## config.mk

```make
export PLATFORM = sky130hd
export DESIGN_NAME = cpu_sequencer_flat
export DESIGN_NICKNAME = d
export VERILOG_FILES = /design/src/rtl/cpu_pkg.sv /design/src/rtl/cpu_sequencer_if.sv /design/src/rtl/cpu_sequencer_cc_eval.sv /design/src/rtl/cpu_sequencer.sv /design/src/flat_wrapper.sv
export SDC_FILE = /design/constraint.sdc
export NUM_CORES = 1
export LEC_CHECK = 0
export ABC_AREA = 1
export CAP_MARGIN = 20
export CORE_ASPECT_RATIO = 0.7
export CORE_MARGIN = 2
export CORE_UTILIZATION = 35
export DETAILED_ROUTE_END_ITERATION = 10
export GPL_TIMING_DRIVEN = 0
export HOLD_SLACK_MARGIN = 0.06
export PLACE_DENSITY = 0.69
export SLEW_MARGIN = 40
export SYNTH_ARGS = -nofsm -noshare
export SYNTH_HDL_FRONTEND = slang
export SYNTH_HIERARCHICAL = 1
export SYNTH_SLANG_ARGS = --single-unit
```

## constraint.sdc

```tcl
create_clock -name clk -period 2.05 [get_ports clk]
set_input_delay 0.205 -clock clk [delete_from_list [all_inputs] [get_ports clk]]
set_output_delay 0.205 -clock clk [all_outputs]
set_load 0.02 [all_outputs]
```

## src/rtl/cpu_pkg.sv

```systemverilog
// Shared CPU types: decoder control encodings, condition codes and sequencer state.
package cpu_pkg;

    typedef logic [7:0]  opcode_t;
    typedef logic [7:0]  reg8_t;
    typedef logic [15:0] reg16_t;

    typedef enum logic [2:0] {
        ALU_ADD = 3'd0,
        ALU_ADC = 3'd1,
        ALU_SUB = 3'd2,
        ALU_SBC = 3'd3,
        ALU_AND = 3'd4,
        ALU_XOR = 3'd5,
        ALU_OR  = 3'd6,
        ALU_CP  = 3'd7
    } alu_op_t;

    typedef enum logic [1:0] {
        S_ACC_NONE = 2'd0,
        S_ACC_REG  = 2'd1,
        S_ACC_MEM  = 2'd2,
        S_ACC_IMM  = 2'd3
    } s_acc_t;

    typedef enum logic [1:0] {
        IDU_NONE = 2'd0,
        IDU_INC  = 2'd1,
        IDU_DEC  = 2'd2,
        IDU_PASS = 2'd3
    } idu_mode_t;

    // Encoding matches opcode[4:3] of the conditional instructions.
    typedef enum logic [1:0] {
        CC_NZ = 2'd0,
        CC_Z  = 2'd1,
        CC_NC = 2'd2,
        CC_C  = 2'd3
    } cc_t;

    typedef enum logic [1:0] {
        BOOT = 2'd0,
        EXEC = 2'd1,
        TRAP = 2'd2
    } seq_state_t;

endpackage

```

## src/rtl/cpu_sequencer_if.sv

```systemverilog
// External memory bus handshake between the sequencer (master) and memory (slave).
interface cpu_sequencer_if;
    import cpu_pkg::*;

    logic  req;
    logic  we;
    logic  ack;
    reg8_t rdata;

    modport master (output req, output we, input ack, input rdata);
    modport slave  (input req, input we, output ack, output rdata);

endinterface

```

## src/rtl/cpu_sequencer_cc_eval.sv

```systemverilog
// Condition-code evaluator shared by conditional step sequencing and branch decoding.
module cc_eval
    import cpu_pkg::*;
(
    input  cc_t  cc,
    input  logic flag_z,
    input  logic flag_c,
    output logic satisfied
);

    // Select the flag test named by the condition code.
    always_comb begin
        satisfied = 1'b0;
        case (cc)
            CC_NZ:   satisfied = ~flag_z;
            CC_Z:    satisfied = flag_z;
            CC_NC:   satisfied = ~flag_c;
            CC_C:    satisfied = flag_c;
            default: satisfied = 1'b0;
        endcase
    end

endmodule

```

## src/rtl/cpu_sequencer.sv

```systemverilog
// M-cycle sequencer: owns IR and step, runs the bus handshake and strobes commit
// when an M-cycle completes.
module cpu_sequencer
    import cpu_pkg::*;
#(
    parameter opcode_t    RESET_OPCODE = 8'h00,
    parameter logic [2:0] MAX_STEP     = 3'd7
) (
    input  logic                   clk,
    input  logic                   rst_n,
    input  logic                   dec_done,
    input  logic                   dec_is_cond,
    input  logic [2:0]             dec_next_cond,
    input  logic                   dec_mem_rd,
    input  logic                   dec_mem_wr,
    input  logic                   flag_z,
    input  logic                   flag_c,
    cpu_sequencer_if.master        bus,
    output opcode_t                opcode,
    output logic [2:0]             step,
    output logic                   commit,
    output logic                   fetch_active,
    output logic                   trap
);

    seq_state_t state_r;
    cc_t        cc_s;
    logic       cond_ok_s;
    logic       req_s;
    logic       we_s;
    logic       complete_s;
    logic       incr_s;
    logic       overflow_s;
    logic [2:0] next_step_s;

    assign cc_s = cc_t'(opcode[4:3]);

    cc_eval u_cc_eval (
        .cc        (cc_s),
        .flag_z    (flag_z),
        .flag_c    (flag_c),
        .satisfied (cond_ok_s)
    );

    // Handshake, completion and next-step selection for the current M-cycle.
    // rst_n gates req/commit so an access is abandoned the instant reset asserts.
    always_comb begin
        req_s        = 1'b0;
        we_s         = 1'b0;
        complete_s   = 1'b0;
        incr_s       = 1'b0;
        next_step_s  = step;
        fetch_active = 1'b0;
        case (state_r)
            BOOT: begin
                fetch_active = 1'b1;
                req_s        = rst_n;
                complete_s   = rst_n & bus.ack;
            end
            EXEC: begin
                if (dec_mem_rd | dec_mem_wr | dec_done) begin
                    req_s      = rst_n;
                    we_s       = dec_mem_wr;
                    complete_s = rst_n & bus.ack;
                end else begin
                    complete_s = rst_n;
                end
                if (dec_done) begin
                    next_step_s = 3'd0;
                end else if (dec_is_cond & ~cond_ok_s) begin
                    next_step_s = dec_next_cond;
                end else begin
                    next_step_s = step + 3'd1;
                    incr_s      = 1'b1;
                end
            end
            TRAP: begin
                req_s = 1'b0;
            end
            default: begin
                req_s = 1'b0;
            end
        endcase
        overflow_s = (state_r == EXEC) & complete_s & incr_s & (step == MAX_STEP);
        commit     = complete_s & ~overflow_s;
    end

    assign bus.req = req_s;
    assign bus.we  = req_s & we_s;

    // Sequencer state, IR, step counter and sticky trap.
    always_ff @(posedge clk or negedge rst_n) begin
        if (!rst_n) begin
            state_r <= BOOT;
            opcode  <= RESET_OPCODE;
            step    <= 3'd0;
            trap    <= 1'b0;
        end else begin
            case (state_r)
                BOOT: begin
                    if (complete_s) begin
                        opcode  <= bus.rdata;
                        step    <= 3'd0;
                        state_r <= EXEC;
                    end
                end
                EXEC: begin
                    if (overflow_s) begin
                        state_r <= TRAP;
                        trap    <= 1'b1;
                    end else if (complete_s) begin
                        step <= next_step_s;
                        if (dec_done) begin
                            opcode <= bus.rdata;
                        end
                    end
                end
                TRAP: begin
                    trap <= 1'b1;
                end
                default: begin
                    state_r <= TRAP;
                    trap    <= 1'b1;
                end
            endcase
        end
    end

endmodule

```

## src/flat_wrapper.sv

```systemverilog
// flat-port wrapper written by rule: the top's interface ports become plain ports
module cpu_sequencer_flat import cpu_pkg::*;
#(
    parameter opcode_t    RESET_OPCODE = 8'h00,
    parameter logic [2:0] MAX_STEP     = 3'd7
)
  (clk, rst_n, dec_done, dec_is_cond, dec_next_cond, dec_mem_rd, dec_mem_wr, flag_z, flag_c, opcode, step, commit, fetch_active, trap, bus_req, bus_we, bus_ack, bus_rdata);
  cpu_sequencer_if bus_i ();
  input  logic clk;
  input  logic rst_n;
  input  logic dec_done;
  input  logic dec_is_cond;
  input  logic [2:0] dec_next_cond;
  input  logic dec_mem_rd;
  input  logic dec_mem_wr;
  input  logic flag_z;
  input  logic flag_c;
  output opcode_t opcode;
  output logic [2:0] step;
  output logic commit;
  output logic fetch_active;
  output logic trap;
  output wire logic [$bits(bus_i.req)-1:0] bus_req;
  output wire logic [$bits(bus_i.we)-1:0] bus_we;
  input wire logic [$bits(bus_i.ack)-1:0] bus_ack;
  input wire logic [$bits(bus_i.rdata)-1:0] bus_rdata;
  assign bus_req = bus_i.req;
  assign bus_we = bus_i.we;
  assign bus_i.ack = bus_ack;
  assign bus_i.rdata = bus_rdata;
  cpu_sequencer #(.RESET_OPCODE(RESET_OPCODE), .MAX_STEP(MAX_STEP)) u_core (.clk(clk), .rst_n(rst_n), .dec_done(dec_done), .dec_is_cond(dec_is_cond), .dec_next_cond(dec_next_cond), .dec_mem_rd(dec_mem_rd), .dec_mem_wr(dec_mem_wr), .flag_z(flag_z), .flag_c(flag_c), .bus(bus_i), .opcode(opcode), .step(step), .commit(commit), .fetch_active(fetch_active), .trap(trap));
endmodule
```

# == Yosys cells after proc, flatten, opt, wreduce, memory -nomap -nowiden ==
# Index checks and enable logic that the tools add are counted.
# classes
add_sub_neg,1
eq_ne,11
mux,27
n_bitwise,15
n_reduce_logical,7
# op_table
operator,n
$mux W8,4
$pmux W8 S2,1
$mux W3,5
$mux W1,9
$and A1 B1 Y1,7
$eq A2 B2 Y1 const B,3
$ne A2 B1 Y1 const B,3
$not A1 Y1,6
$pmux W1 S2,3
$pmux W2 S3,1
$pmux W3 S2,1
$reduce_and A5 Y1,1
$eq A2 B1 Y1 const B,2
$logic_not A2 Y1,2
$mux W2,2
$ne A2 B2 Y1 const B,2
$pmux W1 S4,1
$reduce_and A4 Y1,1
$add A3 B1 Y3 const B,1
$eq A3 B3 Y1 const B,1
$reduce_and A3 Y1,1
$or A1 B1 Y1,2
$reduce_and A2 Y1,1
$reduce_bool A2 Y1,1
# totals
register_bits,14
input_bits,20
output_inout_bits,16
elab_cells,65

# == Logic depth before layout (Yosys ltp) ==
# Gate-level depths: netlist (run 1).
# logic_depth
word_depth,11
ltp_mapped,12
ltp_nobuf,12

# == Modules after synthesis ==
# The synthesis (run 1) kept the hierarchy.
# by_module_without_submodules
module,instances,cells_per_inst,area_per_inst_um2,seq_area_each_um2
cpu_sequencer,1,90,757.0,350.3
cc_eval,1,12,47.5,0.0

# == Least setup slack after synthesis (run 1) ==
# No wires, ideal clock.
# synth_path
path_type,register to register
from,register u_core.step[0]
to,register u_core.step[0]
setup_time_ns,0.116
arrival_ns,1.518
slack_ns,0.415
path_stages_with_launch,9
path_buffers,0
synth_period_minus_slack_ns,1.635
cell_sequence,dfrtp_1 ha_1 ha_1 a21boi_0 nand2_2 nand2_4 inv_2 nand2_1 nand2_1
# synth_between
elab_chain_len,6
elab_cells_between_ends,10
classes_between,add/sub: 1; eq/ne: 2; mux: 5; bitwise: 1; reduce/logical: 1
# synth_lines
item,line_no,rtl
start: declaration,cpu_sequencer.sv:20,"output logic [2:0] step,"
start signal: assignment,cpu_sequencer.sv:112,step <= next_step_s;
$add A3 B1 Y3,cpu_sequencer.sv:73,next_step_s = step + 3'd1;
$mux W3,cpu_sequencer.sv:70,end else if (dec_is_cond & ~cond_ok_s) begin
$mux W3,cpu_sequencer.sv:68,if (dec_done) begin
$mux W3,cpu_sequencer.sv:111,end else if (complete_s) begin
$mux W3,cpu_sequencer.sv:108,if (overflow_s) begin
$pmux W3 S2,cpu_sequencer.sv:99,case (state_r)
# Parallel ways exist; a longest one is shown, timed or not. The select of a mux whose other input is x is not followed.
# A chain may end at the register's enable or synchronous reset.

# == Worst setup path after layout (run 1) ==
# layout_path
from,register u_core.state_r[1]
to,output bus_we
# layout_between
elab_chain_len,3
elab_cells_between_ends,5
classes_between,eq/ne: 1; mux: 2; bitwise: 1; reduce/logical: 1
# layout_lines
item,line_no,rtl
start: declaration,cpu_sequencer.sv:26,seq_state_t state_r;
start signal: assignment,cpu_sequencer.sv:94,state_r <= BOOT;
start signal: assignment,cpu_sequencer.sv:104,state_r <= EXEC;
start signal: assignment,cpu_sequencer.sv:109,state_r <= TRAP;
$eq A2 B1 Y1 / $logic_not A2 Y1 (equally long branches),cpu_sequencer.sv:54,case (state_r)
$pmux W1 S2 / $mux W1 (equally long branches),cpu_sequencer.sv:54,
$and A1 B1 Y1 (*),cpu_sequencer.sv:89,assign bus.we = req_s & we_s;
end: declaration,flat_wrapper.sv:24,output wire logic [$bits(bus_i.we)-1:0] bus_we;
# Every way passes the cells marked *; elsewhere a longest branch is shown, timed or not.

==> flow_summary.rst, run 1 <==
.. list-table::
   :header-rows: 1

   * - Metric
     - Value
   * - Crit Reg-Reg Endpoint
     - u_core/opcode[5]
   * - Residual DRC
     - 0
   * - Post-detailed-placement cell area
     - 1190 sq um
   * - Level count of the clock H-tree
     - 1
   * - Net switching power
     - 0.000115 W
   * - Relative area change from synthesis to final layout
     - 55.2%
   * - Total internal power
     - 0.000420 W
   * - Synthesized net count
     - between 100 and 150
   * - Library cells used by synthesis
     - 20
   * - FF-to-FF path depth
     - 8
   * - Gp weighted congestion
     - a little under 0.8
   * - Top library cells by usage in the layout, fill and taps aside
     - sky130_fd_sc_hd__nand2_1, sky130_fd_sc_hd__clkdlybuf4s50_1, sky130_fd_sc_hd__dfrtp_1, sky130_fd_sc_hd__inv_1, sky130_fd_sc_hd__nand4_1
   * - Buf/Inv on CP
     - 2
   * - TritonCTS Buffers
     - 3
   * - Commonest non-fill, non-tap cell in the layout
     - sky130_fd_sc_hd__nand2_1
   * - Clock root cell
     - sky130_fd_sc_hd__clkbuf_4
   * - Die width
     - 61.3 um
   * - Clock tree from TritonCTS
     - yes
   * - Starting DRC count in detailed routing
     - 31
   * - Max-cap violation count
     - 0
   * - Largest net degree at the start of global routing
     - 15
   * - Relative contribution of the clock network to total power
     - 37.1%
   * - Wire length on met1
     - 1010 um
   * - Total routing usage reported by global routing
     - 16.4%
   * - Shortest clock period the worst path allows after layout
     - ~1800 ps
   * - Register area share after synthesis
     - 43.5%
   * - Capture endpoint of the worst hold path
     - u_core/state_r[0]
   * - Antenna diode instance count
     - 0
   * - Synthesized netlist cell count
     - approximately 100
   * - Net total in the final layout
     - 166
   * - Post-route standard cell area excluding fillers
     - 1250 sq um
   * - Maximum buffer depth of the clock tree
     - 2
   * - Cell depth of the worst hold path
     - 5
   * - Fraction of final layout cells sized beyond drive strength 1
     - about an eighth
   * - Register share of total power
     - 51.6%
   * - DP Wirelength
     - 1470 um
   * - DIE AREA
     - approximately 2700 sq um
   * - Vias in the first global route
     - 749
   * - Number of buffers added on ports
     - 35
   * - Wire length of the first global-routing pass
     - 3240 um
   * - Flip-flop and latch count after synthesis
     - 14
   * - Maximum operating frequency
     - 544 MHz
   * - Worst endpoint required time
     - 1850 ps
   * - Crit path max-delay cell type
     - sky130_fd_sc_hd__clkdlybuf4s50_1
   * - Combinational share of power
     - 11.3%
   * - First-pass detailed-route iteration total
     - 4
   * - Critical Path Sink Type
     - output port
   * - Worst slew slack as a fraction of its limit
     - 56.0%
   * - Max Transition Viols Final
     - 0
   * - WP data arrival
     - 1630 ps
   * - Clock transition at the registers of the reported paths
     - about 80 ps
   * - Setup slack at placement
     - -726 ps
   * - Area inside the core boundary
     - 2150 sq um
   * - Top_reg_cell synth
     - sky130_fd_sc_hd__dfrtp_1
   * - Wirelength, routed
     - 1990 um
   * - Worst Hold Launch
     - rst_n
   * - Crit-path cells
     - inv_2 > nand3_2 > nor2_1 > clkdlybuf4s50_1
   * - Worst hold slack after final layout
     - 431 ps
   * - Maximum fanout count along the critical path
     - 6
   * - Met3 WL
     - 163 um
   * - Sw frac
     - a little over a fifth
   * - Total negative slack for setup checks
     - 0 ps
   * - Via density per instance
     - around 4.6
   * - Overflow left after global routing
     - 0
   * - Top layer reached by signal wires
     - met3
   * - Leakage power of the design
     - 0.608 nW
   * - Share of flip-flops with an asynchronous set or reset
     - 100%
   * - Antenna violations before repair
     - 0
   * - Floorplan row count
     - 14
   * - Source-to-sink clock delay at the later pin of the worst-skew pair
     - 280 ps
   * - Transition at the pin with the smallest max-transition slack
     - 658 ps
   * - Vertical die dimension
     - 44.1 um
   * - Starting utilization of the core area
     - roughly 37%
   * - Total number of vias
     - 810
   * - Number of clock sinks
     - 14
   * - Stage delay of the slowest cell on the critical path
     - 610 ps
   * - Met2 wire length
     - 816 um
   * - Max rail drop VDD
     - about 460 uV
   * - Final WS setup
     - 212 ps
   * - Final setup fails
     - 0
   * - Dominant delay contributor by cell family on the critical path
     - buffers and inverters
   * - Number of enable-type register cells in the synthesized netlist
     - 0
   * - Skew final
     - 3.34 ps
   * - Final hold vios
     - 0
   * - I/O pin cnt
     - 36
   * - Mapped Area
     - 805 sq um
   * - Tightest Hold Check Type
     - primary input to register
   * - Worst setup startpoint
     - u_core/state_r[1]
   * - Avg WL per Cell
     - 11.4 um
   * - Number of nets still failing antenna checks after routing
     - 0
   * - Startpoint type of the worst setup path
     - register
   * - Pwr/cell area
     - 428 nW/um^2
   * - Internal reg-to-reg setup slack
     - about 420 ps
   * - Start of the worst register-to-register path
     - u_core/step[0]
   * - Utilization after layout
     - ~58%
   * - Outcome
     - finished clean
   * - Setup repair after global routing missed its margin
     - no
   * - Fraction of the cycle the final worst path needs
     - 89.6%
   * - Worst setup path class
     - register to output port
   * - Number of warnings printed during yosys synthesis
     - 6
   * - Avg Cell Area, Syn
     - 7.89 sq um
kinds of logic after synthesis:
group	share of synthesized area, %
simple gates	39.2
buf+inv	7.47
flops	43.5
compound gates	6.69
fa+ha+maj	3.11
power groups by stage:
stage	sequential, W	combinational [W]	clock (W)
finish	0.000276	0.0000606	0.000198
global route	0.000276	0.0000657	0.000224
CTS	0.000276	0.0000607	0.000207
detailed placement	0.000281	0.0000584	0
global placement	0.000281	0.0000580	0
floorplan	0.000281	0.0000106	0
worst max-delay path by stage:
stage | to | slack [ps] | cells past startpoint
5_1_grt | bus_we | 70 | 4
4_1_cts | commit | 30 | 11
3_5_place_dp | commit | -730 | 6
2_1_floorplan | u_core/step[0] | 420 | 8
6_report | bus_we | 210 | 4
3_3_place_gp | commit | -720 | 6
routing by layer:
layer	up-vias	GRT usage [%]
li1	418	-
met3	0	6.43
met2	29	24.5
met5	-	0
met4	0	1.30
met1	363	23.7
layout make-up:
type                       count  area (sq um)
clock buffer                   4          36.3
fill                         199           906
inverter                      16          60.1
multi-input combinational     72           398
sequential                    14           350
tap                           32          40.0
timing repair buffer          37           364
metrics by stage:
stage,cells,power [W]
floorplan,102,0.000292
global placement,169,0.000339
detailed placement,169,0.000340
CTS,175,0.000544
global route,175,0.000566
finish,175,0.000535
synth_stat cells, types with 2 or more instances:
library cell                n  area, sq um
sky130_fd_sc_hd__o21ai_1    2         10.0
sky130_fd_sc_hd__nand2_2    2         12.5
sky130_fd_sc_hd__nor2_1     3         11.3
sky130_fd_sc_hd__nand4_1    9         56.3
sky130_fd_sc_hd__ha_1       2         25.0
sky130_fd_sc_hd__inv_2      3         11.3
sky130_fd_sc_hd__inv_1     13         48.8
sky130_fd_sc_hd__nand2_1   38          143
sky130_fd_sc_hd__dfrtp_1   14          350
sky130_fd_sc_hd__nand3_1    5         25.0
sky130_fd_sc_hd__o211ai_1   2         15.0
registers in the layout, summed over array words and instances (netlist names):
| signal | count |
|---|---|
| u_core/opcode | 8 |
| u_core/state_r | 2 |
| u_core/step | 3 |
| u_core/trap | 1 |
worst register-to-register path, stage by stage, from the launching register on:
cell and delay (ps):
sky130_fd_sc_hd__dfrtp_1 410, sky130_fd_sc_hd__ha_1 210, sky130_fd_sc_hd__ha_1 170, sky130_fd_sc_hd__a21boi_2 160
sky130_fd_sc_hd__nand2_2 100, sky130_fd_sc_hd__buf_4 180, sky130_fd_sc_hd__nand4_4 160, sky130_fd_sc_hd__nand2_1 100
sky130_fd_sc_hd__nand2_1 50
what timing repair did:
item                                   in CTS  in global routing
resized for setup                           5                  3
setup buffers                               1                  0
setup endpoints to repair                   3                  1
hold buffers                                1                  0
pin swaps                                   1                  0
endpoints found under the hold margin      14                  0
(Power assumes the default switching activity.)
==> inputs of run 2 (changes only) <==
--- a/config.mk
+++ b/config.mk
@@ -7,7 +7,7 @@
 export LEC_CHECK = 0
 export ABC_AREA = 1
 export CAP_MARGIN = 20
-export CORE_ASPECT_RATIO = 0.7
+export CORE_ASPECT_RATIO = 1.2
 export CORE_MARGIN = 2
 export CORE_UTILIZATION = 35
 export DETAILED_ROUTE_END_ITERATION = 10
==> run 2 against run 1 <==
  * First-iteration DRC count shrank 39%
  * Non-clock buffer count grew 1
  * Final cell count is the same
  * Sequential share of layout area shrank 0.14 points
  * Register-to-register slack is essentially flat
  * Count of clock-buffer cells in the layout is the same
  * Combinational power shrank 1%
  * Design area grew 0.50%
  * Clock skew grew 0.85 ps
  * Routed wire length shrank 3.5%
  * Fmax shrank 0.49%
  * Flip-flop and latch count is the same
  * Largest power group unchanged
  * Highest routed layer is now met4
==> flow_summary.rst, run 2 (synthesis results as in run 1) <==
.. list-table::
   :header-rows: 1

   * - Metric
     - Value
   * - Total negative slack for setup checks
     - 0 ps (unchanged)
   * - Skew final
     - 4.18 ps (was 3.34 ps)
   * - TritonCTS Buffers
     - 3 (unchanged)
   * - Starting utilization of the core area
     - 36.0% (was 37.3%)
   * - First-pass detailed-route iteration total
     - 4 (unchanged)
   * - Vias in the first global route
     - 785 (was 749)
   * - Tightest Hold Check Type
     - primary input to register (unchanged)
   * - Top library cells by usage in the layout, fill and taps aside
     - sky130_fd_sc_hd__nand2_1, sky130_fd_sc_hd__clkdlybuf4s50_1, sky130_fd_sc_hd__dfrtp_1, sky130_fd_sc_hd__inv_1, sky130_fd_sc_hd__nand4_1 (unchanged)
   * - Setup repair after global routing missed its margin
     - no (unchanged)
   * - Relative area change from synthesis to final layout
     - 56.0% (was 55.2%)
   * - Setup slack at placement
     - -723 ps (was -726 ps)
   * - DIE AREA
     - 2700 sq um (about the same)
   * - Register name with the most flops
     - u_core/opcode (unchanged)
   * - Worst endpoint required time
     - 1850 ps (about the same)
   * - Max rail drop VDD
     - 337 uV (was 463 uV)
   * - Transition at the pin with the smallest max-transition slack
     - 649 ps (was 658 ps)
   * - Post-detailed-placement cell area
     - 1190 sq um (about the same)
   * - Shortest clock period the worst path allows after layout
     - 1850 ps (was 1840 ps)
   * - Area inside the core boundary
     - 2230 sq um (was 2150 sq um)
   * - Overflow left after global routing
     - 0 (unchanged)
   * - Utilization after layout
     - 56.2% (was 58.0%)
   * - Floorplan row count
     - 19 (was 14)
   * - Residual DRC
     - 0 (unchanged)
   * - Source-to-sink clock delay at the later pin of the worst-skew pair
     - 280 ps (about the same)
   * - Max FFs per register
     - 8 (unchanged)
   * - Post-placement cell count
     - 168 (was 169)
   * - Largest registers
     - u_core/opcode: 8 flops, u_core/step: 3 flops, u_core/state_r: 2 flops (unchanged)
   * - Antenna violations before repair
     - 0 (unchanged)
   * - Commonest non-fill, non-tap cell in the layout
     - sky130_fd_sc_hd__nand2_1 (unchanged)
   * - Startpoint type of the worst setup path
     - register (unchanged)
   * - I/O pin cnt
     - 36 (unchanged)
   * - Worst slew slack as a fraction of its limit
     - 56.6% (was 56.0%)
   * - Net total in the final layout
     - 167 (was 166)
   * - Pwr/cell area
     - 426 nW/um^2 (was 428 nW/um^2)
   * - Wirelength, routed
     - 1920 um (was 1990 um)
   * - Final setup fails
     - 0 (unchanged)
   * - Wire length of the first global-routing pass
     - 3170 um (was 3240 um)
   * - Total number of vias
     - 822 (was 810)
   * - Final hold vios
     - 0 (unchanged)
   * - DP Wirelength
     - 1420 um (was 1470 um)
   * - Max Transition Viols Final
     - 0 (unchanged)
   * - Total routing usage reported by global routing
     - 16.0% (was 16.4%)
   * - Maximum operating frequency
     - 541 MHz (was 544 MHz)
   * - Final WS setup
     - 203 ps (was 212 ps)
   * - Post-route standard cell area excluding fillers
     - 1250 sq um (about the same)
   * - Die width
     - 47.8 um (was 61.3 um)
   * - Final non-filler cell total
     - 175 (unchanged)
   * - Outcome
     - finished clean (unchanged)
   * - Number of clock sinks
     - 14 (unchanged)
   * - Maximum buffer depth of the clock tree
     - 2 (unchanged)
   * - Worst setup path class
     - register to output port (unchanged)
   * - Number of buffers added on ports
     - 35 (unchanged)
   * - Largest net degree at the start of global routing
     - 15 (unchanged)
   * - Gp weighted congestion
     - 0.707 (was 0.796)
   * - Fraction of final layout cells sized beyond drive strength 1
     - 13.9% (was 13.3%)
   * - Antenna diode instance count
     - 0 (unchanged)
   * - Critical Path Sink Type
     - output port (unchanged)
   * - Via density per instance
     - 4.70 (was 4.63)
   * - Starting DRC count in detailed routing
     - 19 (was 31)
   * - Level count of the clock H-tree
     - 1 (unchanged)
   * - Vertical die dimension
     - 56.5 um (was 44.1 um)
   * - Leakage power of the design
     - 0.613 nW (was 0.608 nW)
   * - Fraction of the cycle the final worst path needs
     - 90.1% (was 89.6%)
   * - Fill cell instance count of the final layout
     - 224 (was 199)
   * - Avg WL per Cell
     - 11.0 um (was 11.4 um)
   * - WP data arrival
     - 1640 ps (was 1630 ps)
   * - Clock tree from TritonCTS
     - yes (unchanged)
   * - Maximum fanout count along the critical path
     - 6 (unchanged)
   * - Max-cap violation count
     - 0 (unchanged)
   * - Clock root cell
     - sky130_fd_sc_hd__clkbuf_4 (unchanged)
   * - Number of nets still failing antenna checks after routing
     - 0 (unchanged)
   * - Clock transition at the registers of the reported paths
     - 90 ps (was 80 ps)
==> run 2: cell count changes in the layout (fill, tap and decap cells not counted), sizes merged <==
cell,previous run,this run
buf,1,2
==> run 2: repair_timing <==
| action | in CTS | in global routing |
|---|---|---|
| pin swaps | 1 | 0 |
| endpoints found under the hold margin | 14 | 0 |
| endpoints found under the setup margin | 3 | 1 |
| setup buffers | 1 | 1 |
| hold buffers | 1 | 0 |
| gates resized for setup | 5 | 3 |
==> run 2: path summary, 6_finish.rpt <==
path,start,endpoint,slack (ps),depth (start not counted)
max,u_core/step[0],commit,200,7
max in group asynchronous,rst_n,u_core/trap,990,2
min reg2reg,u_core/opcode[0],u_core/opcode[0],470,2
min,rst_n,u_core/state_r[0],400,5
min in group asynchronous,rst_n,u_core/opcode[6],640,2
max reg2reg,u_core/step[0],u_core/opcode[6],430,8
==> run 2: area by class of cell <==
| class | count | area, sq um | share of cell area (%) |
|---|---|---|---|
| tap | 31 | 38.8 | 3.09 |
| timing repair buffer | 38 | 372 | 29.6 |
| multi-input combinational | 72 | 398 | 31.7 |
| sequential | 14 | 350 | 27.9 |
| inverter | 16 | 60.1 | 4.79 |
| clock buffer | 4 | 36.3 | 2.89 |
==> run 2: per-stage QoR <==
stage	total power, W	hold slack (ps)
detailed placement	0.000340	458
global route	0.000562	407
floorplan	0.000292	-90.6
global placement	0.000339	456
finish	0.000535	402
CTS	0.000549	387
==> run 2: power by group <==
part,leakage (nW),total [W],internal (W),switching (W)
registers,0.185,0.000276,0.000276,0
clock network,0.0210,0.000199,0.000108,0.0000909
logic,0.407,0.0000599,0.0000362,0.0000237
total,0.613,0.000535,0.000420,0.000115
==> run 2: critical path: stages (launching register included) <==
cell                       delay (ps)
sky130_fd_sc_hd__dfrtp_1          420
sky130_fd_sc_hd__ha_1             210
sky130_fd_sc_hd__ha_1             170
sky130_fd_sc_hd__a21boi_2         160
sky130_fd_sc_hd__nand2_2          100
sky130_fd_sc_hd__nand2_4           80
sky130_fd_sc_hd__inv_2             70
sky130_fd_sc_hd__clkbuf_2         160
==> run 2: per-layer routing <==
| metal | up-vias | track usage [%] | part of all wire, % |
|---|---|---|---|
| met5 | - | 0 | 0 |
| met4 | 0 | 9.27 | 1.4 |
| met3 | 2 | 1.93 | 5.3 |
| met2 | 29 | 25.9 | 53 |
| met1 | 376 | 19.3 | 40 |
| li1 | 415 | - | - |
==> inputs of run 3 (changes only) <==
--- a/config.mk
+++ b/config.mk
@@ -8,14 +8,13 @@
 export ABC_AREA = 1
 export CAP_MARGIN = 20
 export CORE_ASPECT_RATIO = 1.2
-export CORE_MARGIN = 2
-export CORE_UTILIZATION = 35
+export CORE_MARGIN = 4
+export CORE_UTILIZATION = 40
 export DETAILED_ROUTE_END_ITERATION = 10
 export GPL_TIMING_DRIVEN = 0
 export HOLD_SLACK_MARGIN = 0.06
-export PLACE_DENSITY = 0.69
+export PLACE_DENSITY = 0.78
 export SLEW_MARGIN = 40
 export SYNTH_ARGS = -nofsm -noshare
 export SYNTH_HDL_FRONTEND = slang
-export SYNTH_HIERARCHICAL = 1
 export SYNTH_SLANG_ARGS = --single-unit
==> run 3 against run 2 <==
  * Global-route usage is 2.0 points lower
  * Clock power decreased by 25%
  * Critical path depth unchanged
  * Synthesized area decreased by 3.1%
  * Die area up 0.83%
  * Via count is 2.9% lower
  * First-iteration DRC count shrank 68%
==> flow_summary.rst, run 3 <==
.. list-table::
   :header-rows: 1

   * - Metric
     - Value
   * - Last element of the critical path
     - commit (unchanged)
   * - Maximum buffer depth of the clock tree
     - 2 (unchanged)
   * - Top-count cell post-synth
     - sky130_fd_sc_hd__nand2_1 (unchanged)
   * - Fraction of the cycle the final worst path needs
     - 95.1% (was 90.1%)
   * - Synthesized netlist cell count
     - 101 (was 102)
   * - Transition at the pin with the smallest max-transition slack
     - 630 ps (was 649 ps)
   * - Commonest non-fill, non-tap cell in the layout
     - sky130_fd_sc_hd__nand2_1 (unchanged)
   * - Fraction of final layout cells sized beyond drive strength 1
     - 13.4% (was 13.9%)
   * - Register share of total power
     - 57.1% (was 51.6%)
   * - Total number of vias
     - 798 (was 822)
   * - Vias in the first global route
     - 799 (was 785)
   * - Crit Reg-Reg Endpoint
     - u_core.step[1] (was u_core/opcode[6])
   * - Internal reg-to-reg setup slack
     - 510 ps (was 430 ps)
   * - Overflow left after global routing
     - 0 (unchanged)
   * - Synthesized net count
     - 123 (was 124)
   * - Avg Cell Area, Syn
     - 7.72 sq um (was 7.89 sq um)
   * - Cell type contributing the most total cell area after synthesis
     - sky130_fd_sc_hd__dfrtp_1 (unchanged)
   * - Number of buffers added on ports
     - 35 (unchanged)
   * - Setup repair after global routing missed its margin
     - no (unchanged)
   * - Combinational share of power
     - 11.8% (was 11.2%)
   * - Largest registers
     - u_core.opcode: 8 flops, u_core.step: 3 flops, u_core.state_r: 2 flops (was u_core/opcode: 8 flops, u_core/step: 3 flops, u_core/state_r: 2 flops)
   * - Net switching power
     - 0.000102 W (was 0.000115 W)
   * - Final hold vios
     - 0 (unchanged)
   * - Critical Path Sink Type
     - output port (unchanged)
   * - Number of nets still failing antenna checks after routing
     - 0 (unchanged)
   * - Area inside the core boundary
     - 1850 sq um (was 2230 sq um)
   * - Level count of the clock H-tree
     - 1 (unchanged)
   * - Pwr/cell area
     - 402 nW/um^2 (was 426 nW/um^2)
   * - Register name with the most flops
     - u_core.opcode (was u_core/opcode)
   * - Net total in the final layout
     - 166 (was 167)
   * - Vertical die dimension
     - 56.4 um (was 56.5 um)
   * - Number of clock sinks
     - 14 (unchanged)
   * - Wire length of the first global-routing pass
     - 3160 um (was 3170 um)
   * - Total routing usage reported by global routing
     - 14.0% (was 16.0%)
   * - Tightest Hold Check Type
     - register to register (was primary input to register)
   * - Relative contribution of the clock network to total power
     - 31.0% (was 37.2%)
   * - Clock root cell
     - sky130_fd_sc_hd__clkbuf_4 (unchanged)
   * - Post-route standard cell area excluding fillers
     - 1200 sq um (was 1250 sq um)
   * - Antenna diode instance count
     - 0 (unchanged)
   * - Worst setup startpoint
     - u_core.step[0] (was u_core/step[0])
   * - Worst slew slack as a fraction of its limit
     - 57.9% (was 56.6%)
   * - WP data arrival
     - 1740 ps (was 1640 ps)
   * - Gp weighted congestion
     - 0.745 (was 0.707)
   * - Starting utilization of the core area
     - 42.1% (was 36.0%)
   * - Leakage power of the design
     - 0.612 nW (was 0.613 nW)
   * - Max FFs per register
     - 8 (unchanged)
   * - Source-to-sink clock delay at the later pin of the worst-skew pair
     - 280 ps (about the same)
   * - Outcome
     - finished clean (unchanged)
   * - Synth area leaders
     - sky130_fd_sc_hd__dfrtp_1, sky130_fd_sc_hd__nand2_1, sky130_fd_sc_hd__nand3_1 (was sky130_fd_sc_hd__dfrtp_1, sky130_fd_sc_hd__nand2_1, sky130_fd_sc_hd__nand4_1)
   * - Top_reg_cell synth
     - sky130_fd_sc_hd__dfrtp_1 (unchanged)
   * - Wirelength, routed
     - 1850 um (was 1920 um)
   * - Startpoint type of the worst setup path
     - register (unchanged)
   * - Relative area change from synthesis to final layout
     - 54.3% (was 56.0%)
   * - Final setup fails
     - 0 (unchanged)
   * - Worst setup path class
     - register to output port (unchanged)
   * - Max rail drop VDD
     - 359 uV (was 337 uV)
   * - Skew final
     - 7.16 ps (was 4.18 ps)
   * - Starting DRC count in detailed routing
     - 6 (was 19)
   * - DP Wirelength
     - 1450 um (was 1420 um)
   * - Die width
     - 48.3 um (was 47.8 um)
   * - Residual DRC
     - 0 (unchanged)
   * - Utilization after layout
     - 65.0% (was 56.2%)
   * - Total internal power
     - 0.000381 W (was 0.000420 W)
   * - Worst endpoint required time
     - 1850 ps (about the same)
   * - First-pass detailed-route iteration total
     - 4 (unchanged)
   * - Clock transition at the registers of the reported paths
     - 80 ps (was 90 ps)
   * - Sw frac
     - 21.1% (was 21.4%)
   * - Start of the worst register-to-register path
     - u_core.step[0] (was u_core/step[0])
   * - Number of warnings printed during yosys synthesis
     - 0 (was 6)
   * - Flip-flop and latch count after synthesis
     - 14 (unchanged)
   * - DIE AREA
     - 2720 sq um (was 2700 sq um)
   * - Area share of the leading cell type in the synthesized netlist
     - 44.9% (was 43.5%)
   * - Mapped Area
     - 779 sq um (was 805 sq um)
   * - Register area share after synthesis
     - 44.9% (was 43.5%)
   * - Top library cells by usage in the layout, fill and taps aside
     - sky130_fd_sc_hd__nand2_1, sky130_fd_sc_hd__clkdlybuf4s50_1, sky130_fd_sc_hd__nand3_1, sky130_fd_sc_hd__inv_1, sky130_fd_sc_hd__dfrtp_1 (was sky130_fd_sc_hd__nand2_1, sky130_fd_sc_hd__clkdlybuf4s50_1, sky130_fd_sc_hd__dfrtp_1, sky130_fd_sc_hd__inv_1, sky130_fd_sc_hd__nand4_1)
   * - Largest net degree at the start of global routing
     - 15 (unchanged)
   * - Maximum operating frequency
     - 513 MHz (was 541 MHz)
   * - Antenna violations before repair
     - 0 (unchanged)
   * - Post-detailed-placement cell area
     - 1150 sq um (was 1190 sq um)
   * - Library cells used by synthesis
     - 16 (was 20)
   * - Share of flip-flops with an asynchronous set or reset
     - 100% (unchanged)
   * - Max-cap violation count
     - 0 (unchanged)
   * - Max Transition Viols Final
     - 0 (unchanged)
   * - Shortest clock period the worst path allows after layout
     - 1950 ps (was 1850 ps)
   * - Floorplan row count
     - 17 (was 19)
   * - Via density per instance
     - 4.96 (was 4.70)
   * - FF-to-FF path depth
     - 9 (was 8)
   * - Most common library cells after synthesis
     - sky130_fd_sc_hd__nand2_1, sky130_fd_sc_hd__nand3_1, sky130_fd_sc_hd__dfrtp_1, sky130_fd_sc_hd__inv_1, sky130_fd_sc_hd__nor2_1 (was sky130_fd_sc_hd__nand2_1, sky130_fd_sc_hd__dfrtp_1, sky130_fd_sc_hd__inv_1, sky130_fd_sc_hd__nand4_1, sky130_fd_sc_hd__nand3_1)
   * - Maximum fanout count along the critical path
     - 10 (was 6)
   * - TritonCTS Buffers
     - 3 (unchanged)
   * - Post-placement cell count
     - 155 (was 168)
   * - I/O pin cnt
     - 36 (unchanged)
   * - Avg WL per Cell
     - 11.5 um (was 11.0 um)
   * - Final non-filler cell total
     - 161 (was 175)
   * - Clock tree from TritonCTS
     - yes (unchanged)
   * - Number of enable-type register cells in the synthesized netlist
     - 0 (unchanged)
-- run 3: cell types whose count changed in the layout (fill, tap and decap cells not counted), moves of 2 or more --
cell                       delta
sky130_fd_sc_hd__inv_2        -2
sky130_fd_sc_hd__nand2_1      -3
sky130_fd_sc_hd__nand3_1     +10
sky130_fd_sc_hd__nand4_1      -7
sky130_fd_sc_hd__nor2_1       +3
sky130_fd_sc_hd__o211ai_1     -2
sky130_fd_sc_hd__o21ai_1      -2
-- run 3: logic make-up (layout without fill, tap and decap cells) --
kind of cell               after synthesis  count (layout)  share of synthesized area [%]
AOI/OAI and AO/OA                        1               1                           2.09
adders and majority gates                2               2                           3.21
buffers and inverters                   17              58                           9.63
DFF                                     14              14                           44.9
and+or+nand+nor                         67              67                           40.1
-- run 3: critical path, cell delays in order, from the launching register on --
cell                      delay (ps)
sky130_fd_sc_hd__dfrtp_1         420
sky130_fd_sc_hd__ha_1            210
sky130_fd_sc_hd__ha_1            170
sky130_fd_sc_hd__inv_1            60
sky130_fd_sc_hd__nor2_2           60
sky130_fd_sc_hd__a21oi_4         210
sky130_fd_sc_hd__buf_6           170
sky130_fd_sc_hd__buf_2           170
-- run 3: routing by layer --
layer | vias to the layer above | share of wire (%) | GRT usage [%]
met1 | 365 | 40 | 15.4
met2 | 27 | 49 | 23.7
met5 | - | 0 | 0
li1 | 402 | - | -
met3 | 4 | 9.4 | 4.77
met4 | 0 | 1.1 | 6.72
-- run 3: timing repair --
| action | CTS | global route |
|---|---|---|
| pin swaps | 1 | 1 |
| endpoints found under the setup margin | 3 | 1 |
| resized for setup | 6 | 2 |
| hold buffers | 1 | 0 |
| hold endpoints to repair | 14 | 0 |
| buffers inserted | 0 | 2 |
-- run 3: cell type report --
cell class | instances | area, sq um
Tap cell | 19 | 23.8
Inverter | 15 | 56.3
Buffer | 2 | 18.8
Clock buffer | 3 | 22.5
Fill cell | 163 | 648
Timing Repair Buffer | 38 | 372
Sequential cell | 14 | 350
Multi-Input combinational cell | 70 | 359
-- run 3: how the worst min path moves through the flow --
stage / depth (start not counted) / endpoint / slack, ps / start
2_1_floorplan: 0 / u_core.opcode[0] / -90 / rst_n
3_3_place_gp: 2 / u_core.opcode[1] / 450 / u_core.opcode[1]
3_5_place_dp: 2 / u_core.opcode[2] / 460 / u_core.opcode[2]
4_1_cts: 3 / u_core.opcode[6] / 480 / bus_rdata[6]
5_1_grt: 3 / u_core.opcode[4] / 490 / bus_rdata[4]
6_report: 2 / u_core.opcode[2] / 470 / u_core.opcode[2]
-- run 3: metrics by stage --
| stage | total power [W] | worst slack [ps] | hold WS [ps] | TNS (ps) |
|---|---|---|---|---|
| detailed placement | 0.000337 | -575 | 462 | -1190 |
| finish | 0.000483 | 101 | 474 | 0 |
| global route | 0.000505 | 12.6 | 489 | 0 |
| global placement | 0.000336 | -535 | 454 | -1060 |
| floorplan | 0.000293 | 531 | -90.6 | 0 |
| CTS | 0.000490 | 1.20 | 480 | 0 |
-- run 3: power by group through the flow --
stage                     clock, W  sequential [W]  combinational (W)
after floorplan                  0        0.000281          0.0000111
after global placement           0        0.000281          0.0000546
after detailed placement         0        0.000281          0.0000558
after CTS                 0.000156        0.000276          0.0000575
after global routing      0.000166        0.000276          0.0000627
final                     0.000150        0.000276          0.0000572
